**src/rtl/alu_mc.sv**
```systemverilog
// alu_mc: multi-cycle, handshaked ALU execution unit.
// A request (a, b, aluc) is accepted over a valid/ready channel.
// The registered result r and zero flag z are returned over a second valid/ready channel.
// Shifts are performed one bit position per cycle.
// Optional build macro ALU_MC_BARREL_EN replaces the iterative shifter with a single-cycle barrel shifter.
// With the macro defined, every opcode has latency 1.
module alu_mc #(
   parameter int WIDTH = 32,
   parameter int SAW   = 5
) (
   input  logic             clk,
   input  logic             clrn,
   input  logic             in_valid,
   output logic             in_ready,
   input  logic [WIDTH-1:0] a,
   input  logic [WIDTH-1:0] b,
   input  logic [3:0]       aluc,
   output logic             out_valid,
   input  logic             out_ready,
   output logic [WIDTH-1:0] r,
   output logic             z,
   output logic             busy
);

`ifdef ALU_MC_BARREL_EN
   typedef enum logic [1:0] {IDLE = 2'd0, DONE = 2'd2} state_t;
`else
   typedef enum logic [1:0] {IDLE = 2'd0, SHIFT = 2'd1, DONE = 2'd2} state_t;
`endif

   state_t           state, state_nxt;
   logic [SAW-1:0]   sa;
   logic             is_shift;
   logic [WIDTH-1:0] alu_res;

   assign sa       = a[SAW-1:0];
   assign is_shift = (aluc[1:0] == 2'b11);

`ifndef ALU_MC_BARREL_EN
   logic [WIDTH-1:0] work;
   logic [SAW-1:0]   count;
   logic [1:0]       mode;      // aluc[3:2] of the shift in flight
   logic [WIDTH-1:0] step;
   logic             last_step;

   assign last_step = (count == SAW'(1));

   // One-position shift of the working register; SRA replicates the sign bit.
   always_comb begin
      step = {work[WIDTH-2:0], 1'b0};
      case (mode)
         2'b01:   step = {1'b0, work[WIDTH-1:1]};
         2'b11:   step = {work[WIDTH-1], work[WIDTH-1:1]};
         default: step = {work[WIDTH-2:0], 1'b0};
      endcase
   end
`endif

   // Result of the accepted op when it completes in the accept cycle.
   always_comb begin
      // NOTE: every always_comb output gets a default first so no path leaves it unassigned (no latch).
      alu_res = '0;
      case (aluc[2:0])
         3'b000: alu_res = a + b;
         3'b100: alu_res = a - b;
         3'b001: alu_res = a & b;
         3'b101: alu_res = a | b;
         3'b010: alu_res = a ^ b;
         3'b110: alu_res = {b[WIDTH/2-1:0], {(WIDTH/2){1'b0}}};
         default: begin
`ifdef ALU_MC_BARREL_EN
            case (aluc[3:2])
               2'b01:   alu_res = b >> sa;
               2'b11:   alu_res = $signed(b) >>> sa;
               default: alu_res = b << sa;
            endcase
`else
            // Only a zero-amount shift completes here; the result is b unchanged.
            alu_res = b;
`endif
         end
      endcase
   end

   // State register.
   always_ff @(posedge clk or negedge clrn) begin
      // NOTE: sequential state uses non-blocking assignments so every flop samples pre-edge values.
      if (!clrn) state <= IDLE;
      else       state <= state_nxt;
   end

   // Next-state logic.
   always_comb begin
      state_nxt = state;
      case (state)
         IDLE: begin
            if (in_valid) begin
`ifdef ALU_MC_BARREL_EN
               state_nxt = DONE;
`else
               state_nxt = (is_shift && (sa != '0)) ? SHIFT : DONE;
`endif
            end
         end
`ifndef ALU_MC_BARREL_EN
         SHIFT: if (last_step) state_nxt = DONE;
`endif
         DONE:  if (out_ready) state_nxt = IDLE;
         default: state_nxt = IDLE;
      endcase
   end

   // Handshake and status outputs decoded from the state.
   always_comb begin
      in_ready  = (state == IDLE);
      out_valid = (state == DONE);
      busy      = (state != IDLE);
   end

`ifdef ALU_MC_BARREL_EN
   // Result register: written only on accept, held through DONE.
   always_ff @(posedge clk or negedge clrn) begin
      if (!clrn) begin
         r <= '0;
         z <= 1'b1;
      end else if (state == IDLE && in_valid) begin
         r <= alu_res;
         z <= (alu_res == '0);
      end
   end
`else
   // Result register and iterative shifter; z is taken only from a final result.
   always_ff @(posedge clk or negedge clrn) begin
      if (!clrn) begin
         r     <= '0;
         z     <= 1'b1;
         work  <= '0;
         count <= '0;
         mode  <= '0;
      end else begin
         case (state)
            IDLE: begin
               if (in_valid) begin
                  if (is_shift && (sa != '0)) begin
                     work  <= b;
                     count <= sa;
                     mode  <= aluc[3:2];
                  end else begin
                     r <= alu_res;
                     z <= (alu_res == '0);
                  end
               end
            end
            SHIFT: begin
               work  <= step;
               count <= count - SAW'(1);
               if (last_step) begin
                  r <= step;
                  z <= (step == '0);
               end
            end
            default: ;
         endcase
      end
   end
`endif

endmodule

```
**config.mk**
```make
export PLATFORM = sky130hd
export DESIGN_NAME = alu_mc
export DESIGN_NICKNAME = d
export VERILOG_FILES = /design/src/rtl/alu_mc.sv
export SDC_FILE = /design/constraint.sdc
export NUM_CORES = 1
export LEC_CHECK = 0
export BUFFER_PORTS_ARGS = -buffer_cell sky130_fd_sc_hd__buf_2
export CAP_MARGIN = 20
export CORE_ASPECT_RATIO = 1.1
export CORE_UTILIZATION = 35
export CTS_CLUSTER_DIAMETER = 30
export DETAILED_ROUTE_END_ITERATION = 8
export MAX_ROUTING_LAYER = met4
export PLACE_DENSITY = 0.58
export SLEW_MARGIN = 10
export SYNTH_ARGS = -nofsm -noshare
export SYNTH_HDL_FRONTEND = slang
export SYNTH_SLANG_ARGS = --single-unit
```
**constraint.sdc**
```tcl
create_clock -name clk -period 3.8 [get_ports clk]
set_input_delay 0.57 -clock clk [delete_from_list [all_inputs] [get_ports clk]]
set_output_delay 0.57 -clock clk [all_outputs]
set_load 0.05 [all_outputs]
```
After elaboration in Yosys (flattened, before gate mapping)
Cells that the tools add are included.
{"block": "word_totals", "inputBits": 72, "register_bits": 74, "output_inout_bits": 36}
{"block": "classes", "bitwise": 3, "n_eq_ne": 16, "add_sub_neg": 3, "n_reduce_logical": 12, "muxes": 21}
{"operator": "$pmux 32 s2", "n": 3}
{"operator": "$pmux 32 s6", "n": 1}
{"operator": "$mux 32", "n": 5}
{"operator": "$logic_not 32->1", "n": 2}
{"operator": "$add 32x32->32", "n": 1}
{"operator": "$and 32x32->32", "n": 1}
{"operator": "$or 32x32->32", "n": 1}
{"operator": "$sub 32x32->32", "n": 1}
{"operator": "$xor 32x32->32", "n": 1}
{"operator": "$mux 5", "n": 2}
{"operator": "$pmux 5 s2", "n": 1}
{"operator": "$eq 3x3->1 const B", "n": 3}
{"operator": "$reduce_and 3->1", "n": 3}
{"operator": "$mux 2", "n": 4}
{"operator": "$eq 2x2->1 const B", "n": 3}
{"operator": "$ne 2x2->1 const B", "n": 3}
{"operator": "$pmux 2 s3", "n": 1}
{"operator": "$eq 5x1->1 const B", "n": 1}
{"operator": "$reduce_bool 5->1", "n": 1}
{"operator": "$sub 5x1->5 const B", "n": 1}
{"operator": "$eq 2x1->1 const B", "n": 2}
{"operator": "$ne 2x1->1 const B", "n": 2}
{"operator": "$reduce_and 4->1", "n": 1}
{"operator": "$reduce_bool 2->1", "n": 2}
{"operator": "other kinds (7)", "n": 9}

Longest topological paths before layout
Gate-level depths: netlist of run 1.
{"block": "logic_depth", "word_depth": 6, "depth_mapped": 22}

Worst setup path before layout of run 1
Ideal clock, no wire load.
{"block": "synth_path", "path_type": "input to register", "start": "in b[7]", "end": "reg z", "n_path_buf": 0, "setup_time_ns": 0.097, "arrival_ns": 4.664, "setup_slack_ns": -0.962, "stages": 20, "path_cell_list": "or4_4 -> nor2_4 -> nand2_2 -> nor2_1 -> nand3_1 -> or4_1 -> nor3_1 -> a21oi_1 -> xnor2_1 -> ha_1 -> and4_4 -> nand2_1 -> a2111oi_4 -> o31ai_1 -> a21oi_1 -> mux2i_1 -> o21ai_1 -> nor4_2 -> nand4b_1 -> o41ai_2"}
{"block": "synth_via", "elab_chain_cells": 6, "elab_cells_between_ends": 10, "cone_classes": "add/sub: 2; mux: 4; bitwise: 3; reduce/logical: 1"}
{"item": "start: declaration", "line": "16", "text": "input logic [WIDTH-1:0] b,"}
{"item": "$sub 32x32->32, or another cell as far along", "line": "65", "text": "3'b100: alu_res = a - b;"}
{"item": "$pmux 32 s6 *", "line": "63", "text": "case (aluc[2:0])"}
{"item": "$logic_not 32->1 *", "line": "150", "text": "z <= (alu_res == '0);"}
{"item": "$mux 1 *", "line": "144", "text": "if (is_shift && (sa != '0)) begin"}
{"item": "$mux 1 *", "line": "143", "text": "if (in_valid) begin"}
{"item": "$pmux 1 s2 *", "line": "141", "text": "case (state)"}
{"item": "end signal: assignment", "line": "150"}
{"item": "end signal: assignment", "line": "159", "text": "z <= (step == '0);"}
{"item": "end: declaration", "line": "21", "text": "output logic z,"}
Every way passes the cells marked *; elsewhere a longest branch is shown, timed or not. The select of a mux whose other input is x is not followed.
A chain may end at the register's enable or synchronous reset.

Worst setup path after layout of run 1
{"block": "layout_path", "start": "in b[9]", "end": "reg z"}
Same word-level chain as after synthesis.

==> results of run 1 <==
[Yosys cell counts, drive strengths merged (4+ instances only)]
cell	instances
nor3b	5
o211ai	13
a21o	14
buf	19
mux4	4
and2	5
xnor2	39
nor2b	14
and3	4
o31ai	17
dfrtp	73
a211oi	23
mux2i	37
nand4	14
nand3	16
xor2	9
a22oi	9
nand2	137
o21ai	112
o41ai	5
a21oi	123
clkbuf	46
nor2	107
o22ai	9
or4	4
inv	84
ha	98
nand2b	8
a221oi	4
nor4	12
nor3	21
a31oi	13
[cells by family after synthesis]
group | count (synthesis) | share of synthesized area (%)
buffers and inverters | 149 | 6.887
adder cells (fa/ha/maj) | 99 | 14.35
AND/OR/NAND/NOR | 363 | 19.78
AO/OA/AOI/OAI | 377 | 27.16
XOR/XNOR | 48 | 4.927
multiplexers | 43 | 5.561
flip-flops | 74 | 21.34
[critical path, cell delays in order]
cell and delay [ns]:
buf_8 0.10, or4_4 0.56, nor2_4 0.12, nand2_2 0.08, nor2_4 0.09, nand3_2 0.08
or4_4 0.46, nor2_2 0.10, nor2_1 0.05, xnor2_1 0.13, ha_1 0.37, nand2_1 0.12
o211ai_1 0.15, o31ai_2 0.27, inv_1 0.09, a222oi_1 0.32, o311ai_2 0.23, nor4_1 0.31
nand4_1 0.15, nor4_2 0.16, nand4b_1 0.14, o41ai_2 0.21
[cells in the final DEF, fill, tap and decap left out, types with 9 or more instances in the layout]
cell,n
buf_4,249
nand2_1,130
buf_2,104
a21oi_1,99
ha_1,97
nor2_1,93
inv_1,81
o21ai_0,81
dfrtp_1,72
mux2i_1,36
xnor2_1,34
a211oi_1,19
a21oi_2,17
o21ai_1,17
nand3_1,15
nor3_1,14
nand4_1,14
o21ai_2,14
a21o_1,14
nor2b_1,13
o211ai_1,13
buf_6,13
o31ai_1,11
nor4_1,9
a31oi_1,9
o22ai_1,9
a22oi_1,9
clkbuf_16,9
[area by class of cell]
class | instances | area (sq um) | area share (%)
clock buffer | 9 | 225.2 | 1.817
clock inverter | 7 | 92.59 | 0.7472
inverter | 84 | 315.3 | 2.544
multi-input combinational | 930 | 6945 | 56.05
sequential | 74 | 1854 | 14.96
tap | 310 | 387.9 | 3.130
timing repair buffer | 368 | 2571 | 20.75
[state kept, by name (all words and copies together), names as in the netlist]
name,cells
count,5
mode,2
r,32
state,2
work,32
z,1
[how the worst min path moves through the flow]
stage / cells past startpoint / from / slack, ns / end
floorplan: 0 / clrn / 0.27 / count[0]
global placement: 1 / r[6] / 0.46 / r[6]
detailed placement: 1 / r[6] / 0.46 / r[6]
CTS: 2 / out_ready / 0.42 / state[1]
global route: 2 / out_ready / 0.43 / state[1]
finish: 1 / clrn / 0.39 / state[0]
[routing by layer]
layer / track usage, % / vias up / share of wire [%]
met5: - / - / 0
met4: 9.849 / 0 / 3.3
met2: 43.78 / 317 / 47
met3: 1.682 / 65 / 4.4
met1: 36.26 / 4671 / 46
li1: - / 4755 / -
[power by group]
| group | switching (mW) | total (mW) | leakage [nW] | internal, mW |
|---|---|---|---|---|
| clock | 0.333 | 0.908 | 0.160 | 0.574 |
| combinational | 2.40 | 3.82 | 4.86 | 1.43 |
| sequential | 0.370 | 1.54 | 0.908 | 1.17 |
[what timing repair did]
item	CTS	global route
endpoints found under the setup margin	20	21
pin swaps	36	61
gates resized for setup	66	85
hold endpoints to repair	0	0
buffers inserted	13	20
cloned	0	0
==> impl_results.md, run 1 <==
* Share of cells above drive strength 1 at 35.87%
* GRT overflow at 0
* Max clock buf depth at 2
* Hold Buf Count CTS at 0
* Post-route DRC at 7
* Post-synth EDFFs at 0
* Pre-antenna DRT Iters at 7
* RSZ-0062 raised after global routing: yes
* Final setup skew at 0.007747 ns
* Die Span Y at 167.2 um
* Routed vias/inst at 5.504
* Max cap viols at 0
* CP max FO at 5
* Final setup TNS at -6.519 ns
* Final nets at 1638
* Required @ worst endpoint at 4.04 ns
* Fill cell instance count of the final layout at 2322
* Post-synth top area share at 21.03%
* Crit. End Element: register
* Initial antenna violation count at 0
* Number of buffers created by CTS at 9
* Failing checks: design-rule violations, negative setup slack
* Final worst-path cycle share at 122.0%
* Reg2reg path depth at 6
* Core area at 24400 sq um
* Total GRT Usage at 27.28%
* Placed Area at 11200 sq um
* Status: finished with violations
* Inst Count DP at 1737
* Drt wl/cell at 19.10 um
* Final-report hold violation count at 0
* Setup violators final at 15
* DP Wirelength at 26.70 mm
* CTS Sinks at 74
* Initial Utilization at 35.59%
* Worst Hold Class: in -> async
* I/O Buffers at 107
* Synth Cell Area at 8685 sq um
* Htree depth at 3
* Routed WL at 34.04 mm
* Syn nets at 1324
* Crit Path Class: in -> reg
* Die Area at 25450 sq um
* Fin cells at 1782
* Die width at 152.2 um
* Clk_lat worst skew at 0.33 ns
* Worst setup SP type: input pin
* Pwr Density at 505.8 nW/um^2
* #FFs+latches synth at 74
* Clock root cell: clkbuf_16
* Cells after Synth at 1153
* DR vias at 9808
* Beginning of the critical path: b[9]
* Worst vdd ir at 0.2682 mV
* Post-layout util at 50.79%
* Worst slew pin tran at 0.9690 ns
* CTS tree: done
* Standard-cell row count at 60
* Post-route cell area at 12390 sq um
* Largest net degree at the start of global routing at 75
* Register area share after synthesis at 21.34%
* Hold_ws at 0.3930 ns
* Syn-to-layout area delta at 42.69%
* Num ports at 108
* Slew HR at 35.40%
* Synth area leader: dfrtp_1
* Vias in the first global route at 9349
* Ant. Diodes at 0
* Synth async-reset ratio at 100.0%
* Worst-path clk slew at 0.06 ns
* Post-layout min period at 4.636 ns
* Antenna viol nets, final at 0
* Capture point of the worst reg-to-reg path: z
* RR Startpoint: mode[0]
* Place WS at -1.232 ns
* Gpl congestion at 0.9234
* First-pass GRT wire length at 52.58 mm
* Fmax at 215.7 MHz
* Max Slew Vio Count at 0
* Synth top area cells: dfrtp_1 21%, ha_1 14%, a21oi_1 7.0%
* Leakage power at 5.927 nW
* Yosys cell types at 87
* Mapped Avg Cell Area at 7.532 sq um
* Final worst setup slack at -0.8361 ns
* Crit path DAT at 4.88 ns
* Yosys warning total at 0
* Overall Power at 6.268 mW
* Synth Flop Type: dfrtp_1
* Reg2reg setup slack at 1.11 ns
* Iter 0 DRT Violations at 665
* CP Capture Point: z
Power figures use the tool's default switching activity.
==> run 2, diff against run 1 <==
CAP_MARGIN = default   (was 20)
CORE_ASPECT_RATIO = 0.9   (was 1.1)
RECOVER_POWER = 50   (was default)
==> run 2 against run 1 <==
Highest routed layer unchanged. Flip-flop and latch count unchanged. The flow finishes with violations (max-capacitance violations, max-slew violations, negative setup slack). Critical endpoint unchanged. Non-clock buffer count increased by 9. Register-to-register slack got worse by 0.25 ns.
==> impl_results.md, run 2 (synthesis results as in run 1) <==
* Largest registers: r: 32 flops, work: 32 flops, count: 5 flops
* Setup violators final at 17
* Place WS at -1.226 ns
* Crit path DAT at 4.90 ns
* Slew HR at -28.92%
* Most frequent cells in the layout: 263 x buf_4, 132 x nand2_1, 105 x a21oi_1
* Share of cells above drive strength 1 at 34.30%
* Vias in the first global route at 9407
* Pre-antenna DRT Iters at 6
* Die Span Y at 151.4 um
* Number of buffers created by CTS at 9
* Num ports at 108
* Core area at 24320 sq um
* Worst hold start: out_ready
* Gr busiest metal: met2
* Max cap viols at 1
* Worst vdd ir at 0.3804 mV
* Final setup TNS at -6.798 ns
* Final worst setup slack at -0.8633 ns
* Initial Utilization at 35.70%
* GRT overflow at 0
* Syn-to-layout area delta at 41.74%
* Die width at 168.0 um
* Standard-cell row count at 54
* Clk_lat worst skew at 0.33 ns
* Worst Hold Class: in -> reg
* Capture point of the worst reg-to-reg path: z
* RSZ-0062 raised after global routing: yes
* CTS tree: done
* Met1 Use GR at 37.06%
* CP max FO at 4
* Status: finished with violations
* Final worst-path cycle share at 122.7%
* Overall Power at 6.234 mW
* Htree depth at 3
* Failing checks: max-capacitance violations, max-slew violations, negative setup slack
* Fill cell instance count of the final layout at 2415
* Antenna viol nets, final at 0
* Inst Count DP at 1749
* Most common cell after layout, fill and taps aside: buf_4
* Kind of cell adding the most delay to the critical path: simple AND/OR/NAND/NOR gates
* Bufs and invs on worst path at 2
* Drt wl/cell at 19.66 um
* Reg2reg path depth at 12
* WHS Endpoint: state[1]
* Final-report hold violation count at 0
* Iter 0 DRT Violations at 850
* Total GRT Usage at 28.43%
* Area of the multi-input gates at 6804 sq um
* Final nets at 1647
* Hold Buf Count CTS at 0
* Routed vias/inst at 5.581
* DP Wirelength at 27.31 mm
* Fin cells at 1789
* Worst setup SP type: input pin
* Max clock buf depth at 2
* Worst-path clk slew at 0.06 ns
* Critical Path Slowest Stage Cell: or4_4
* Initial antenna violation count at 0
* Pwr Density at 506.5 nW/um^2
* Crit. End Element: register
* Crit Path Class: in -> reg
* I/O Buffers at 107
* Post-route DRC at 0
* Slowest Stage Delay on Critical Path at 0.56 ns
* Routing usage on met2 at 47.88%
* Post-layout min period at 4.663 ns
* Largest net degree at the start of global routing at 75
* Fmax at 214.4 MHz
* Reg2reg setup slack at 0.86 ns
* Die Area at 25450 sq um
* DR vias at 9984
* Max Slew Vio Count at 75
* RR Startpoint: state[1]
* M3 GR Usage at 2.404%
* Worst slew pin tran at 1.934 ns
* CTS Sinks at 74
* Clock root cell: clkbuf_16
* Leakage power at 5.924 nW
* Ant. Diodes at 0
* Required @ worst endpoint at 4.04 ns
* Gpl congestion at 0.9475
* Final setup skew at 0.008534 ns
* First-pass GRT wire length at 53.65 mm
* Routed WL at 35.17 mm
* Worst Hold Path Cells at 2
* FF+latch area at 1854 sq um
* Critical path, cell by cell: buf_6 > or4_4 > nor2_4 > nand2_4 > nor2_4 > nand3_2 > or4_4 > nor3_4 > buf_4 > a21oi_2 > xnor2_1 > ha_1 > and4_4 > nand2_4 > nor2_1 > o31ai_1 > a21oi_1 > mux2i_1 > o21ai_1 > nor4_2 > nand4b_1 > o41ai_2
run 2: final cells by class:
cell class,count,share of cell area [%]
clock buffer,9,1.830
clock inverter,7,0.8437
inverter,84,2.602
multi-input combinational,930,55.28
sequential,74,15.06
tap,308,3.131
timing repair buffer,377,21.25
run 2: worst reg2reg max path: stages, from the launching register on:
cell	delay [ns]
dfrtp_1	0.44
nand2b_2	0.18
o21ai_0	0.08
a311oi_1	0.27
a31oi_1	0.09
nor4b_1	0.46
nand4_1	0.22
nor4_1	0.22
buf_4	0.17
nand4_1	0.12
nor4_2	0.20
nand4b_1	0.16
o41ai_2	0.23
run 2: repair_timing:
action,CTS,global route
pin swaps,28,42
cloned,0,0
setup endpoints to repair,19,20
gates resized for setup,67,50
setup buffers,12,18
run 2: layer usage:
| metal | part of all wire, % | up-vias |
|---|---|---|
| met5 | 0 | - |
| met4 | 2.8 | 0 |
| met3 | 5.6 | 69 |
| met2 | 47 | 365 |
| met1 | 45 | 4775 |
| li1 | - | 4775 |
run 2: worst max path at each step:
stage	start	endpoint	slack [ns]	depth (start not counted)
CTS	b[7]	z	-0.80	22
global route	b[7]	z	-1.04	22
finish	b[7]	z	-0.86	22
floorplan	b[7]	z	-0.78	21
global placement	b[7]	z	-1.09	22
detailed placement	b[7]	z	-1.23	22
run 2: through the flow:
stage	area (sq um)	utilization, %	hold WS [ns]
floorplan	8795	-	0.2744
global placement	11300	46.46	0.4538
detailed placement	11300	46.46	0.4646
CTS	11990	49.27	0.4160
global route	12310	50.61	0.4329
finish	12310	50.61	0.4226
run 2: power breakdown:
group | switching (mW) | total (mW) | leakage [nW] | internal, mW
logic | 2.39 | 3.78 | 4.86 | 1.39
clock network | 0.347 | 0.928 | 0.160 | 0.580
registers | 0.357 | 1.52 | 0.908 | 1.17
total | 3.10 | 6.23 | 5.92 | 3.14
